--- src/rtl/key_debounce_strobe.sv ---
// key_debounce_strobe: 2-flop sync + per-key debounce for 4 active-low keys.
// Ports: clk, rst (async, active-high), key_in[3:0] raw pins (0 = pressed),
//   key_value[3:0] debounced levels (0 = pressed), flag[3:0] one-cycle strobes.
// Optional macro KEY_REPEAT_EN adds auto-repeat strobes on held keys.
module key_debounce_strobe #(
  parameter int CNT_MAX       = 999_999,
  parameter int REPEAT_DELAY  = 24_999_999,
  parameter int REPEAT_PERIOD = 9_999_999
) (
  input  logic       clk,
  input  logic       rst,
  input  logic [3:0] key_in,
  output logic [3:0] key_value,
  output logic [3:0] flag
);

  localparam logic [23:0] CMAX = 24'(CNT_MAX);

  if (CNT_MAX < 1 || CNT_MAX > 24'hFF_FFFF ||
      REPEAT_PERIOD < 1 || REPEAT_PERIOD > REPEAT_DELAY) begin : g_param_chk
    $error("key_debounce_strobe: illegal parameter set");
  end

  logic [3:0] s1;
  logic [3:0] ks;

  always_ff @(posedge clk or posedge rst) begin
    if (rst) begin
      s1 <= 4'hF;
      ks <= 4'hF;
    end else begin
      s1 <= key_in;
      ks <= s1;
    end
  end

  for (genvar i = 0; i < 4; i++) begin : g_key
    logic [23:0] dcnt;
    logic        kv;
    logic        fl;
    logic        acc;
    logic        rep;

    // Window complete and the synced level still differs: accept.
    assign acc = (ks[i] != kv) && (dcnt >= CMAX);

    always_ff @(posedge clk or posedge rst) begin
      if (rst) begin
        dcnt <= '0;
        kv   <= 1'b1;
        fl   <= 1'b0;
      end else begin
        fl <= acc | rep;
        if (ks[i] == kv) begin
          dcnt <= '0;
        end else if (dcnt < CMAX) begin
          dcnt <= dcnt + 24'd1;
        end else begin
          kv   <= ks[i];
          dcnt <= '0;
        end
      end
    end

`ifdef KEY_REPEAT_EN
    localparam logic [26:0] RD1 = 27'(REPEAT_DELAY - 1);
    localparam logic [26:0] RRL = 27'(REPEAT_DELAY - REPEAT_PERIOD);

    logic [26:0] rcnt;

    // Strobe lands in the cycle rcnt reaches REPEAT_DELAY; reload so the
    // next one is REPEAT_PERIOD cycles later.
    assign rep = !acc && !kv && !ks[i] && (rcnt == RD1);

    always_ff @(posedge clk or posedge rst) begin
      if (rst) begin
        rcnt <= '0;
      end else if (acc || kv || ks[i]) begin
        rcnt <= '0;
      end else if (rcnt == RD1) begin
        rcnt <= RRL;
      end else begin
        rcnt <= rcnt + 27'd1;
      end
    end
`else
    assign rep = 1'b0;
`endif

    assign key_value[i] = kv;
    assign flag[i]      = fl;
  end

endmodule

--- config.mk ---
export PLATFORM = sky130hd
export DESIGN_NAME = key_debounce_strobe
export DESIGN_NICKNAME = d
export VERILOG_FILES = /design/src/rtl/key_debounce_strobe.sv
export SDC_FILE = /design/constraint.sdc
export NUM_CORES = 1
export LEC_CHECK = 0
export BUFFER_PORTS_ARGS = -buffer_cell sky130_fd_sc_hd__buf_2
export CAP_MARGIN = 20
export CORE_MARGIN = 5
export CORE_UTILIZATION = 50
export CTS_CLUSTER_SIZE = 10
export DETAILED_ROUTE_END_ITERATION = 8
export HOLD_SLACK_MARGIN = 0.02
export PLACE_DENSITY_LB_ADDON = 0.1
export SLEW_MARGIN = 20
export SYNTH_ARGS = -nofsm -noshare
export SYNTH_HDL_FRONTEND = slang
export SYNTH_SLANG_ARGS = --single-unit
--- constraint.sdc ---
create_clock -name clk -period 6.6 [get_ports clk]
set_input_delay 0 -clock clk [delete_from_list [all_inputs] [get_ports clk]]
set_output_delay 0 -clock clk [all_outputs]
set_load 0.02 [all_outputs]
==> key figures <==
Status
  – Outcome: complete, no violations

Clock network
  – H-tree depth reported by CTS: 3
  – Clock root cell: clkbuf_8
  – Clock insertion delay at the later pin of the skew report: between 0.3 and 0.4 ns
  – Setup fix buffers added after clock tree synthesis: 0
  – Clock transition at path regs: approximately 0.11 ns
  – CTS Buf Count: 9
  – TritonCTS clock tree: done
  – Clock sink count: between 100 and 150
  – Number of buffers between clock root and the deepest sink: 2

Die
  – IO Count: 14
  – Chip width: between 100 and 150 microns
  – Initial Utilization: approximately half
  – Number of standard-cell rows in the floorplan: 37
  – Die footprint: 12,400 sq um
  – Placeable core area: between 10,000 and 15,000 sq um
  – Die height: roughly 110 microns

Routing
  – Vias: approximately 3,300
  – Iteration-0 DRC count of the detailed router: approximately 170
  – ANT nets after route: 0
  – WL/cell: between 10 and 15 microns
  – Via-to-Cell Ratio: between 5 and 6
  – First drt pass iteration count: 4
  – Final wirelength: 8160 microns
  – Total DRC errors in the routed layout: 0

Layout
  – Post-layout instance area: ~5600 sq um
  – Fraction of layout cells with a size suffix above 1: ~13%
  – Synth-to-Final Area Change: 8.48%
  – Non-filler instance count after layout: around 650
  – End-of-flow core utilization: a little over half
  – Number of antenna diodes: 0
  – Number of nets in the layout: slightly above 500

Setup path
  – Arrival time of the worst setup path: approximately 2.5 ns
  – Category of the most critical setup path: register to register
  – Buffering stage count on the worst path with inverters included: 0
  – Kind of start point of the critical path: register
  – Cells traversed along the worst timing path: ha_1 > and4_1 > a211o_1 > a22oi_2 > nand2_1 > nor2_1
  – Worst reg2reg path endpoint: g_key[1].dcnt[11]
  – Cell family with the largest share of critical-path delay: simple AND/OR/NAND/NOR gates
  – Reg2reg setup slack: around 4.4 ns
  – Delay of the slowest critical-path stage: 0.46 ns
  – Crit path capture type: register
  – Worst EP required: 6.91 ns
  – Worst r2r src: g_key[1].dcnt[0]
  – R2R cell count: 6
  – Slowest stage cell, crit path: nand2_1
  – Maximum fanout count along the critical path: 19

Global routing
  – Global-route usage over all layers: between 10 and 15%
  – Wire length of the first global-routing pass: approximately 15,000 microns
  – Number of antenna violations at the first check in global routing: 0
  – Number of global-route vias before repair: around 3,300
  – Pin count of the biggest net entering global routing: 58
  – Grt ovf: 0

Synth
  – Simple-gate share of the synthesized area: 24.2%
  – Library cell occupying the most area in the post-synthesis netlist: dfrtp_1
  – Async SR Flop Fraction: 100%
  – Number of synthesis warnings: 0
  – Sequential fraction of the synthesis area: 54.8%
  – Commonest cells in the netlist: dfrtp_1, nor2_1, xnor2_1
  – Main combinational cell family by area after synthesis: simple AND/OR/NAND/NOR gates
  – Share of Yosys cell area claimed by the top area cell type: 48.7%
  – Dominant cells by area after synthesis: dfrtp_1, xnor2_1, nor2_1
  – Number of flip-flops and latches in the synthesized netlist: ~110
  – Post-synthesis share of cell area spent on full adders, half adders and majority gates: less than 1%
  – Mean post-synth cell area: 10.7 sq um
  – Total standard cell area after synthesis: around 5100 sq um
  – Post-Synth XOR/XNOR Area: a little over an eighth
  – Ys flop type: dfrtp_1
  – Share of the synthesized area in compound gates (AO/OA/AOI/OAI): 2.46%
  – Fraction of synthesized area in multiplexers: 0.877%
  – Cell with the most instances after synthesis: dfrtp_1
  – Number of enable flip-flop cells after synthesis: 0
  – Number of cells produced by synthesis: 480
  – Count of distinct cell types in the synthesized netlist: 45

Run
  – Number of maximum-capacitance constraint violations: 0

Power
  – Maximum vdd ir drop: between 0.1 and 0.15 mV
  – Power density normalized to cell area: between 200 and 250 nW/um^2
  – Leakage power of the design: 0.00221 uW

Timing
  – Tightest Pin Transition: between 0.8 and 0.9 ns
  – Final Hold Fails: 0
  – Total of endpoints with negative setup slack in the final report: 0
  – Final worst path period need: roughly 2.2 ns
  – Smallest hold slack: ~0.25 ns
  – Worst slew slack as a fraction of its limit: between 40% and 50%
  – Worst setup skew after layout: between 0.01 and 0.015 ns
  – Max Transition Viols Final: 0
  – Post-route setup TNS: 0 ns
  – Unrepaired setup endpoints after global routing: false
  – Fin crit share: 33.6%
  – Highest clock frequency the design can meet: 0.451 GHz

Placed design
  – IO buf count: 13
  – Placement Cell Area: ~5300 sq um
  – Detailed placement HPWL: around 5300 microns
  – Placer's final routability congestion estimate: 0.754
  – Number of cells after detailed placement: roughly 630

Hold path
  – Worst hold path class: primary input to asynchronous set/reset pin
-- how the worst max path moves through the flow --
stage                startpoint                end  depth (start not counted)
2_1_floorplan               rst   g_key[0].dcnt[0]                          1
3_3_place_gp   g_key[0].dcnt[0]   g_key[0].dcnt[7]                          6
3_5_place_dp   g_key[1].dcnt[0]  g_key[1].dcnt[11]                          6
4_1_cts        g_key[1].dcnt[0]  g_key[1].dcnt[11]                          6
5_1_grt        g_key[1].dcnt[0]  g_key[1].dcnt[11]                          6
6_report       g_key[1].dcnt[0]  g_key[1].dcnt[11]                          6
-- power by group --
part	switching, uW	internal [uW]	leakage, uW
sequential	6.06	702	0.00148
combinational	32.1	13.2	0.000635
clock	231	190	0.000102
total	269	905	0.00221
-- layout make-up --
cell class | instances | area, sq um
fillers | 924 | 4610
flip-flops and latches | 112 | 2820
multi-input cells | 354 | 2210
repair buffers | 19 | 123
clock buffers | 11 | 141
well taps | 136 | 170
inverters | 12 | 47.5
clock inverters | 5 | 66.3
-- cell usage in the layout (no fill, tap or decap), types with 5 or more instances in the layout --
| cell | n |
|---|---|
| nor2_4 | 9 |
| buf_2 | 13 |
| nor2_1 | 91 |
| nand2_1 | 30 |
| and3_1 | 10 |
| clkbuf_8 | 10 |
| nand4_1 | 16 |
| dfrtp_1 | 100 |
| xor2_1 | 38 |
| dfstp_2 | 12 |
| nand3_1 | 29 |
| conb_1 | 16 |
| and4_1 | 7 |
| inv_1 | 11 |
| dlygate4sd3_1 | 5 |
| xnor2_1 | 40 |
| nor3_1 | 20 |
-- stage by stage --
stage / setup WS, ns / total power (uW)
5_1_grt: 4.16 / 1230
2_1_floorplan: 3.66 / 758
4_1_cts: 4.36 / 1190
3_3_place_gp: 4.51 / 765
6_report: 4.38 / 1170
3_5_place_dp: 4.39 / 766
-- routing by layer --
layer	global-route usage [%]	wire [microns]
met2	23.0	3800
met5	0	0
met3	4.13	239
met4	5.84	169
met1	19.4	3950
-- logic make-up after synthesis --
logic type	Yosys count
mux	4
simple gates	238
buf+inv	29
xor+xnor	78
fa+ha+maj	4
other cells	1
flops	112
compound gates	14
-- worst register-to-register path, stage by stage, from the launching register on --
cell	delay [ns]
dfrtp_1	0.42
ha_1	0.26
and4_1	0.18
a211o_1	0.31
a22oi_2	0.26
nand2_1	0.46
nor2_1	0.25
-- sequential cells by signal, summed over array words and instances (netlist names) --
register	count
g_key.dcnt	96
ks	4
g_key.kv	4
g_key.fl	4
s1	4
-- repair_timing --
item | 4_1_cts | 5_1_grt
hold buffers | 5 | 0
hold endpoints to repair | 54 | 0
resized for setup | 0 | 0
setup endpoints to repair | 0 | 0
Power figures use the tool's default switching activity.
